### config.mk
export PLATFORM = sky130hd
export DESIGN_NAME = dly_tap_ctrl_flat
export DESIGN_NICKNAME = d
export VERILOG_FILES = /design/src/rtl/dly_tap_ctrl_if.sv /design/src/rtl/dly_tap_ctrl.sv /design/src/flat_wrapper.sv
export SDC_FILE = /design/constraint.sdc
export NUM_CORES = 1
export LEC_CHECK = 0
export CORE_UTILIZATION = 50
export DETAILED_ROUTE_END_ITERATION = 6
export PLACE_DENSITY = 0.73
export SYNTH_ARGS = -nofsm -noshare
export SYNTH_HDL_FRONTEND = slang
export SYNTH_SLANG_ARGS = --single-unit
export TNS_END_PERCENT = 10
### constraint.sdc
create_clock -name CLK -period 6 [get_ports CLK]
set_input_delay 1.2 -clock CLK [delete_from_list [all_inputs] [get_ports CLK]]
set_output_delay 1.2 -clock CLK [all_outputs]
set_load 0.005 [all_outputs]
### src/rtl/dly_tap_ctrl_if.sv
// Command/status bundle for the delay tap controller. The packed tap bus feeds the
// downstream tap-value multiplexer, one TAP_W slice per channel.
interface dly_tap_ctrl_if #(
  parameter int NUM_TAPS = 20,
  parameter int TAP_W    = 6
);
  logic [4:0]                DLY_ADDR;
  logic                      DLY_LOAD;
  logic [TAP_W-1:0]          DLY_LOAD_VAL;
  logic                      DLY_ADJ;
  logic                      DLY_INCDEC;
  logic [NUM_TAPS*TAP_W-1:0] DLY_TAP_VAL_BUS;
  logic                      DLY_BUSY;
  logic                      CMD_DROP;
  logic                      ADDR_ERR;

  modport master (
    output DLY_ADDR, DLY_LOAD, DLY_LOAD_VAL, DLY_ADJ, DLY_INCDEC,
    input  DLY_TAP_VAL_BUS, DLY_BUSY, CMD_DROP, ADDR_ERR
  );

  modport slave (
    input  DLY_ADDR, DLY_LOAD, DLY_LOAD_VAL, DLY_ADJ, DLY_INCDEC,
    output DLY_TAP_VAL_BUS, DLY_BUSY, CMD_DROP, ADDR_ERR
  );
endinterface

### src/rtl/dly_tap_ctrl.sv
// Per-channel delay tap register bank with load/adjust commands and a settle window.
// Define DLY_TAP_WRAP_EN to make adjusts wrap modulo 2^TAP_W instead of saturating.
module dly_tap_ctrl #(
  parameter int NUM_TAPS      = 20,
  parameter int TAP_W         = 6,
  parameter int INIT_TAP      = 0,
  parameter int SETTLE_CYCLES = 4
) (
  input logic         CLK,
  input logic         RST,
  dly_tap_ctrl_if.slave bus
);

  localparam int CNT_W = (SETTLE_CYCLES > 1) ? $clog2(SETTLE_CYCLES) : 1;
  localparam logic [TAP_W-1:0] TAP_MAX = '1;

  typedef enum logic {IDLE, SETTLE} state_t;

  state_t           state_q, state_d;
  logic [CNT_W-1:0] cnt_q, cnt_d;
  logic [TAP_W-1:0] tap_q [NUM_TAPS];
  logic [TAP_W-1:0] tap_d [NUM_TAPS];
  logic             load_q, adj_q;
  logic             drop_q, drop_d;
  logic             err_q, err_d;
  logic             load_edge, adj_edge, cmd_edge, addr_ok;

  function automatic logic [TAP_W-1:0] adjust_tap(input logic [TAP_W-1:0] v, input logic inc);
`ifdef DLY_TAP_WRAP_EN
    adjust_tap = inc ? v + 1'b1 : v - 1'b1;
`else
    if (inc) adjust_tap = (v == TAP_MAX) ? v : v + 1'b1;
    else     adjust_tap = (v == '0)      ? v : v - 1'b1;
`endif
  endfunction

  assign load_edge = bus.DLY_LOAD & ~load_q;
  assign adj_edge  = bus.DLY_ADJ  & ~adj_q;
  assign cmd_edge  = load_edge | adj_edge;
  assign addr_ok   = {1'b0, bus.DLY_ADDR} < 6'(NUM_TAPS);

  always_comb begin
    state_d = state_q;
    cnt_d   = cnt_q;
    tap_d   = tap_q;
    drop_d  = 1'b0;
    err_d   = 1'b0;
    case (state_q)
      IDLE: begin
        if (cmd_edge) begin
          if (addr_ok) begin
            // A simultaneous adjust edge is swallowed by the load.
            for (int n = 0; n < NUM_TAPS; n++) begin
              if (bus.DLY_ADDR == 5'(n))
                tap_d[n] = load_edge ? bus.DLY_LOAD_VAL : adjust_tap(tap_q[n], bus.DLY_INCDEC);
            end
            if (SETTLE_CYCLES > 0) begin
              state_d = SETTLE;
              cnt_d   = CNT_W'(SETTLE_CYCLES - 1);
            end
          end else begin
            err_d = 1'b1;
          end
        end
      end
      SETTLE: begin
        if (cmd_edge) drop_d = 1'b1;
        if (cnt_q == '0) state_d = IDLE;
        else             cnt_d   = cnt_q - 1'b1;
      end
      default: state_d = IDLE;
    endcase
  end

  always_ff @(posedge CLK or posedge RST) begin
    if (RST) begin
      state_q <= IDLE;
      cnt_q   <= '0;
      load_q  <= 1'b0;
      adj_q   <= 1'b0;
      drop_q  <= 1'b0;
      err_q   <= 1'b0;
      for (int n = 0; n < NUM_TAPS; n++) tap_q[n] <= TAP_W'(INIT_TAP);
    end else begin
      state_q <= state_d;
      cnt_q   <= cnt_d;
      load_q  <= bus.DLY_LOAD;
      adj_q   <= bus.DLY_ADJ;
      drop_q  <= drop_d;
      err_q   <= err_d;
      tap_q   <= tap_d;
    end
  end

  for (genvar g = 0; g < NUM_TAPS; g++) begin : g_pack
    assign bus.DLY_TAP_VAL_BUS[g*TAP_W +: TAP_W] = tap_q[g];
  end

  assign bus.DLY_BUSY = (state_q == SETTLE);
  assign bus.CMD_DROP = drop_q;
  assign bus.ADDR_ERR = err_q;

endmodule

### src/flat_wrapper.sv
// flat-port wrapper written by rule: the top's interface ports become plain ports
module dly_tap_ctrl_flat 
#(
  parameter int NUM_TAPS      = 20,
  parameter int TAP_W         = 6,
  parameter int INIT_TAP      = 0,
  parameter int SETTLE_CYCLES = 4
)
  (CLK, RST, bus_DLY_ADDR, bus_DLY_LOAD, bus_DLY_LOAD_VAL, bus_DLY_ADJ, bus_DLY_INCDEC, bus_DLY_TAP_VAL_BUS, bus_DLY_BUSY, bus_CMD_DROP, bus_ADDR_ERR);
  dly_tap_ctrl_if #(.NUM_TAPS(NUM_TAPS), .TAP_W(TAP_W)) bus_i ();
  input logic CLK;
  input logic RST;
  input wire logic [$bits(bus_i.DLY_ADDR)-1:0] bus_DLY_ADDR;
  input wire logic [$bits(bus_i.DLY_LOAD)-1:0] bus_DLY_LOAD;
  input wire logic [$bits(bus_i.DLY_LOAD_VAL)-1:0] bus_DLY_LOAD_VAL;
  input wire logic [$bits(bus_i.DLY_ADJ)-1:0] bus_DLY_ADJ;
  input wire logic [$bits(bus_i.DLY_INCDEC)-1:0] bus_DLY_INCDEC;
  output wire logic [$bits(bus_i.DLY_TAP_VAL_BUS)-1:0] bus_DLY_TAP_VAL_BUS;
  output wire logic [$bits(bus_i.DLY_BUSY)-1:0] bus_DLY_BUSY;
  output wire logic [$bits(bus_i.CMD_DROP)-1:0] bus_CMD_DROP;
  output wire logic [$bits(bus_i.ADDR_ERR)-1:0] bus_ADDR_ERR;
  assign bus_i.DLY_ADDR = bus_DLY_ADDR;
  assign bus_i.DLY_LOAD = bus_DLY_LOAD;
  assign bus_i.DLY_LOAD_VAL = bus_DLY_LOAD_VAL;
  assign bus_i.DLY_ADJ = bus_DLY_ADJ;
  assign bus_i.DLY_INCDEC = bus_DLY_INCDEC;
  assign bus_DLY_TAP_VAL_BUS = bus_i.DLY_TAP_VAL_BUS;
  assign bus_DLY_BUSY = bus_i.DLY_BUSY;
  assign bus_CMD_DROP = bus_i.CMD_DROP;
  assign bus_ADDR_ERR = bus_i.ADDR_ERR;
  dly_tap_ctrl #(.NUM_TAPS(NUM_TAPS), .TAP_W(TAP_W), .INIT_TAP(INIT_TAP), .SETTLE_CYCLES(SETTLE_CYCLES)) u_core (.CLK(CLK), .RST(RST), .bus(bus_i));
endmodule
Word-level counts from Yosys, hierarchy flattened
Cells that the tools add are included.
Storage, ports and cells
  bits in registers: 127
  RAM bits: 0
  memories kept: 0
  bits in read-only memories: 0
  bits of input ports: 16
  latch bits: 0
Operators by class
  shift-type cells: 0
  divide/modulo/power cells: 0
  muxes and demuxes: 93
  eq/ne operators: 82
  add/subtract/negate cells: 41
  reduce and logical (&&, ||, !) cells: 43
  bitwise operators: 6
  magnitude comparators: 1
  multiply operators: 0
Operator list (number)
  $mux 6: 80
  $add 6x1->6 const B: 20
  $eq 6x6->1 const B: 20
  $logic_not 6->1: 20
  $ne 3x2->1 const B: 40
  $reduce_and 6->1: 20
  $sub 6x1->6 const B: 20
  $eq 5x4->1 const B: 8
  $eq 5x3->1 const B: 4
  $eq 5x5->1 const B: 4
  $eq 5x2->1 const B: 2
  $mux 1: 8
  $mux 2: 3
  $eq 5x1->1 const B: 1
  $logic_not 5->1: 1
  $lt 5x5->1 const B: 1
  $ne 2x1->1 const B: 2
  $pmux 2 s2: 1
  $not 1->1: 3
  $reduce_and 3->1: 1
  $and 1x1->1: 2
  $logic_not 2->1: 1
  $ne 2x2->1 const B: 1
  $pmux 1 s2: 1
  2 further kinds: 2

Depth between registers and ports, before layout
  depth in word-level cells: 5
  depth in mapped cells: 11
  depth with buffers taken out: 7

Worst setup path before layout
Ideal clock, no wire load.
  kind: input port to flip-flop
  start point: input bus_DLY_INCDEC
  end point: register u_core.tap_q, in the netlist u_core.bus.DLY_TAP_VAL_BUS[83]
  buffers on the path: 4
  data arrival time: 4.528 ns
  required time: 5.913 ns
  library setup time: 0.087 ns
  cell stages on the path: 11
  path slack: 1.385 ns
  path through: buf_6 buf_2 clkinv_1 buf_2 buf_2 ha_1 a211oi_1 o21bai_1 a2111oi_0 nor3_1 o211ai_1
Between the ends
  longest elaborated chain between the ends: 2
  elaborated cells on any way between the ends: 5
  those cells by class: 2 x eq/ne; 2 x mux; 1 x reduce/logical
Ends and longest elaborated chain
  from (decl): line flat_wrapper.sv:17  | input wire logic [$bits(bus_i.DLY_INCDEC)-1:0] bus_DLY_INCDEC;
  $ne 3x2->1 (no source line) or $mux 6 (tied branches)
  $reduce_and 6->1 (no source line) or $mux 6 (tied branches)
  to (signal assigned): line dly_tap_ctrl.sv:91  | tap_q <= tap_d;
  to (decl): line dly_tap_ctrl.sv:21  | logic [TAP_W-1:0] tap_q [NUM_TAPS];
Several ways; a longest one is shown, not always the timed one.
A chain may end at the register's enable or synchronous reset.

Final worst setup path
  start point: input bus_DLY_INCDEC
  end point: register u_core.tap_q, in the netlist u_core.bus.DLY_TAP_VAL_BUS[113]
The elaborated chain is that of the path after synthesis.

==> flow_metrics.env <==
export IMPL_final_cell_mix="clkdlybuf4s50_1 (137), dfrtp_1 (127), a21oi_1 (102), ha_1 (81), o21ai_0 (72)"
export IMPL_dr_wl_met3_mm=2.46
export IMPL_routed_wl_mm=32.3
export IMPL_rows=53
export IMPL_chipWidth_um=150
export IMPL_synth_top_family_by_area="compound AO/OA/AOI/OAI gates"
export IMPL_synth_top_area_share=0.291
export IMPL_cts_path_max_buffers=2
export IMPL_ctsHtreeMaxLevel=4
export IMPL_cp_max_fo=53
export IMPL_avgSynthCellArea_um2=9.44
export IMPL_wire_per_inst_um=20.7
export IMPL_start_kind="input port"
export IMPL_postCtsSetupBuffers=0
export IMPL_p_per_area_mw_per_mm2=415
export IMPL_drt_iter0_drc=709
export IMPL_dr_total_vias=10303
export IMPL_crit_path_end_kind="flip-flop"
export IMPL_drtAntennaViolNets=0
export IMPL_drc=0
export IMPL_vdd_drop_max_uv=192
export IMPL_synth_xor_xnor_area_share=0.0456
export IMPL_setup_tns_final_ns=0
export IMPL_grt_pass1_wl_mm=51.2
export IMPL_dp_slack_ns=1.93
export IMPL_synthTopCellsByArea="dfrtp_1 (29%), ha_1 (9.3%), mux2_2 (5.5%)"
export IMPL_cts_hold_buf=0
export IMPL_synth_seq_area_share=0.291
export IMPL_insertion_delay_ns=0.43
export IMPL_outcome="completed"
export IMPL_synthAdderAreaFrac=0.129
export IMPL_port_buffers=138
export IMPL_max_freq_mhz=273
export IMPL_clk_pin_slew_ns=0.06
export IMPL_cp_data_required_time_ns=6.29
export IMPL_drt_first_pass_iters=6
export IMPL_core_mm2=0.0212
export IMPL_cts_tree="done"
export IMPL_ys_seq_elements=127
export IMPL_num_nets_final=1389
export IMPL_leakagePower_nw=5.63
export IMPL_grt_pass1_vias=9813
export IMPL_grt_setup_unrepaired="no"
export IMPL_synth_distinct_cells=82
export IMPL_wl_met1_mm=13.9
export IMPL_initial_core_util=0.515
export IMPL_setup_viol=0
export IMPL_n_fill_cell=1831
export IMPL_layout_commonest_cell="clkdlybuf4s50_1"
export IMPL_die_y_um=150
export IMPL_maxCapViolCount=0
export IMPL_dpl_hpwl_mm=21.6
export IMPL_gp_congestion=0.870
export IMPL_clock_sinks=127
export IMPL_synthMuxAreaShare=0.0865
export IMPL_diodes=0
export IMPL_top_layer_used="met4"
export IMPL_dr_wl_met2_mm=15.0
export IMPL_cts_resized=0
export IMPL_synth_edf_count=0
export IMPL_drive_gt1_frac=0.108
export IMPL_synthArstFlopShare=1.00
export IMPL_design_die_area_mm2=0.0225
export IMPL_syn_inst=1158
export IMPL_syn_nets=1275
export IMPL_area_delta_synth_final_pct=20.1
export IMPL_hold_viol_final=0
export IMPL_setup_ws_ns=2.33
export IMPL_maxSlewViolCount=0
export IMPL_syn_cell_area_mm2=0.0109
export IMPL_synth_simple_area_share=0.144
export IMPL_clockRootBuffer="clkbuf_16"
export IMPL_crit_type="input port to flip-flop"
export IMPL_synth_warnings=0
export IMPL_holdCritPathClass="flip-flop to flip-flop"
export IMPL_synth_compound_area_frac=0.266
export IMPL_synthFlopType="dfrtp_1"
export IMPL_fin_crit_ns=3.67
export IMPL_grt_ovfl_total=0
export IMPL_slew_headroom=0.131
export IMPL_fin_skew_ns=0.00701
export IMPL_crit_arrival_ns=3.96
export IMPL_numCtsBuffers=17
export IMPL_grt_start_max_net_pins=77
export IMPL_worst_pin_slew_ns=1.30
export IMPL_via_per_inst=6.60
export IMPL_antenna_found_initial=0
export IMPL_synth_top_area_cell="dfrtp_1"
export IMPL_min_period_over_period=0.611
export IMPL_io_pins=139
export IMPL_grt_usage=0.293
synth_stat cells (7+ instances only):
library cell	number
a2bb2oi_1	13
mux2_2	53
a211oi_1	36
a2111oi_0	9
o31ai_1	22
nand2_1	53
mux2i_1	21
a21oi_1	102
ha_1	81
nand4_1	25
or4_1	13
buf_6	7
dfrtp_1	127
a21o_1	43
o21ai_0	72
a31oi_1	10
nor2b_1	8
nor2_1	37
mux2_4	7
o22a_1	15
and2_1	9
or2_2	7
xor2_1	32
o211ai_1	18
nand3_1	24
nor3b_1	7
o21bai_1	11
o22ai_1	13
fa_1	20
nor4_1	18
buf_2	21
nor3_1	37
clkbuf_1	23
and4_1	12
inv_1	32
or2_1	7
xnor2_1	25
cell families after synthesis:
kind of cell             after synthesis
AO/OA/AOI/OAI                        418
XOR/XNOR                              57
adder cells (fa/ha/maj)              101
buffers and inverters                 88
flip-flops                           127
multiplexers                          84
AND/OR/NAND/NOR                      283
routing by layer:
layer | GRT usage | up-vias
li1 | - | 4741
met5 | 0 | -
met1 | 0.389 | 5018
met2 | 0.469 | 466
met3 | 0.0433 | 78
met4 | 0.132 | 0
per-stage QoR:
stage                     area, µm²  hold slack, ns  total power, mW  std cells  utilization
after floorplan               10900           0.440             3.28       1158            -
after CTS                     13100           0.471             5.45       1560        0.619
after detailed placement      12500           0.464             4.29       1528        0.589
final                         13100           0.474             5.45       1560        0.619
after global placement        12500           0.457             4.21       1528        0.589
after global routing          13100           0.475             5.84       1560        0.619
state kept, by name (all words and copies together), names as in the netlist:
name / cells
u_core.adj_q: 1
u_core.bus.ADDR_ERR: 1
u_core.bus.CMD_DROP: 1
u_core.bus.DLY_BUSY: 1
u_core.bus.DLY_TAP_VAL_BUS: 120
u_core.cnt_q: 2
u_core.load_q: 1
cell type report:
class	instances	area, µm²	area share
clock inverters	11	154	0.0117
clock buffers	21	480	0.0366
multi-input cells	943	7360	0.560
well taps	275	344	0.0262
flip-flops and latches	127	3180	0.242
inverters	33	129	0.00981
repair buffers	150	1490	0.114
where the power goes:
part,switching (mW),internal [mW],total [mW]
Clock,0.422,0.701,1.12
Combinational,1.19,1.49,2.68
Sequential,0.527,1.13,1.65
final timing paths:
kind                                 start                              end  slack (ns)  cells past startpoint
setup reg to reg             u_core.load_q   u_core.bus.DLY_TAP_VAL_BUS[59]        3.31                      5
max in group asynchronous              RST   u_core.bus.DLY_TAP_VAL_BUS[76]        3.64                      3
hold reg to reg            u_core.cnt_q[0]                  u_core.cnt_q[0]        0.47                      1
min in group asynchronous              RST   u_core.bus.DLY_TAP_VAL_BUS[92]        1.31                      2
setup / recovery            bus_DLY_INCDEC  u_core.bus.DLY_TAP_VAL_BUS[113]        2.33                      9
hold / removal             u_core.cnt_q[0]                  u_core.cnt_q[0]        0.47                      1
worst max-delay path, cell delays in order:
cell and delay (ns):
buf_2 0.26, inv_4 0.56, buf_4 0.45, ha_1 0.32
a211oi_1 0.28, o21bai_1 0.14, a2111oi_0 0.45, o311a_1 0.23
a221oi_1 0.04
(Power assumes the default switching activity.)
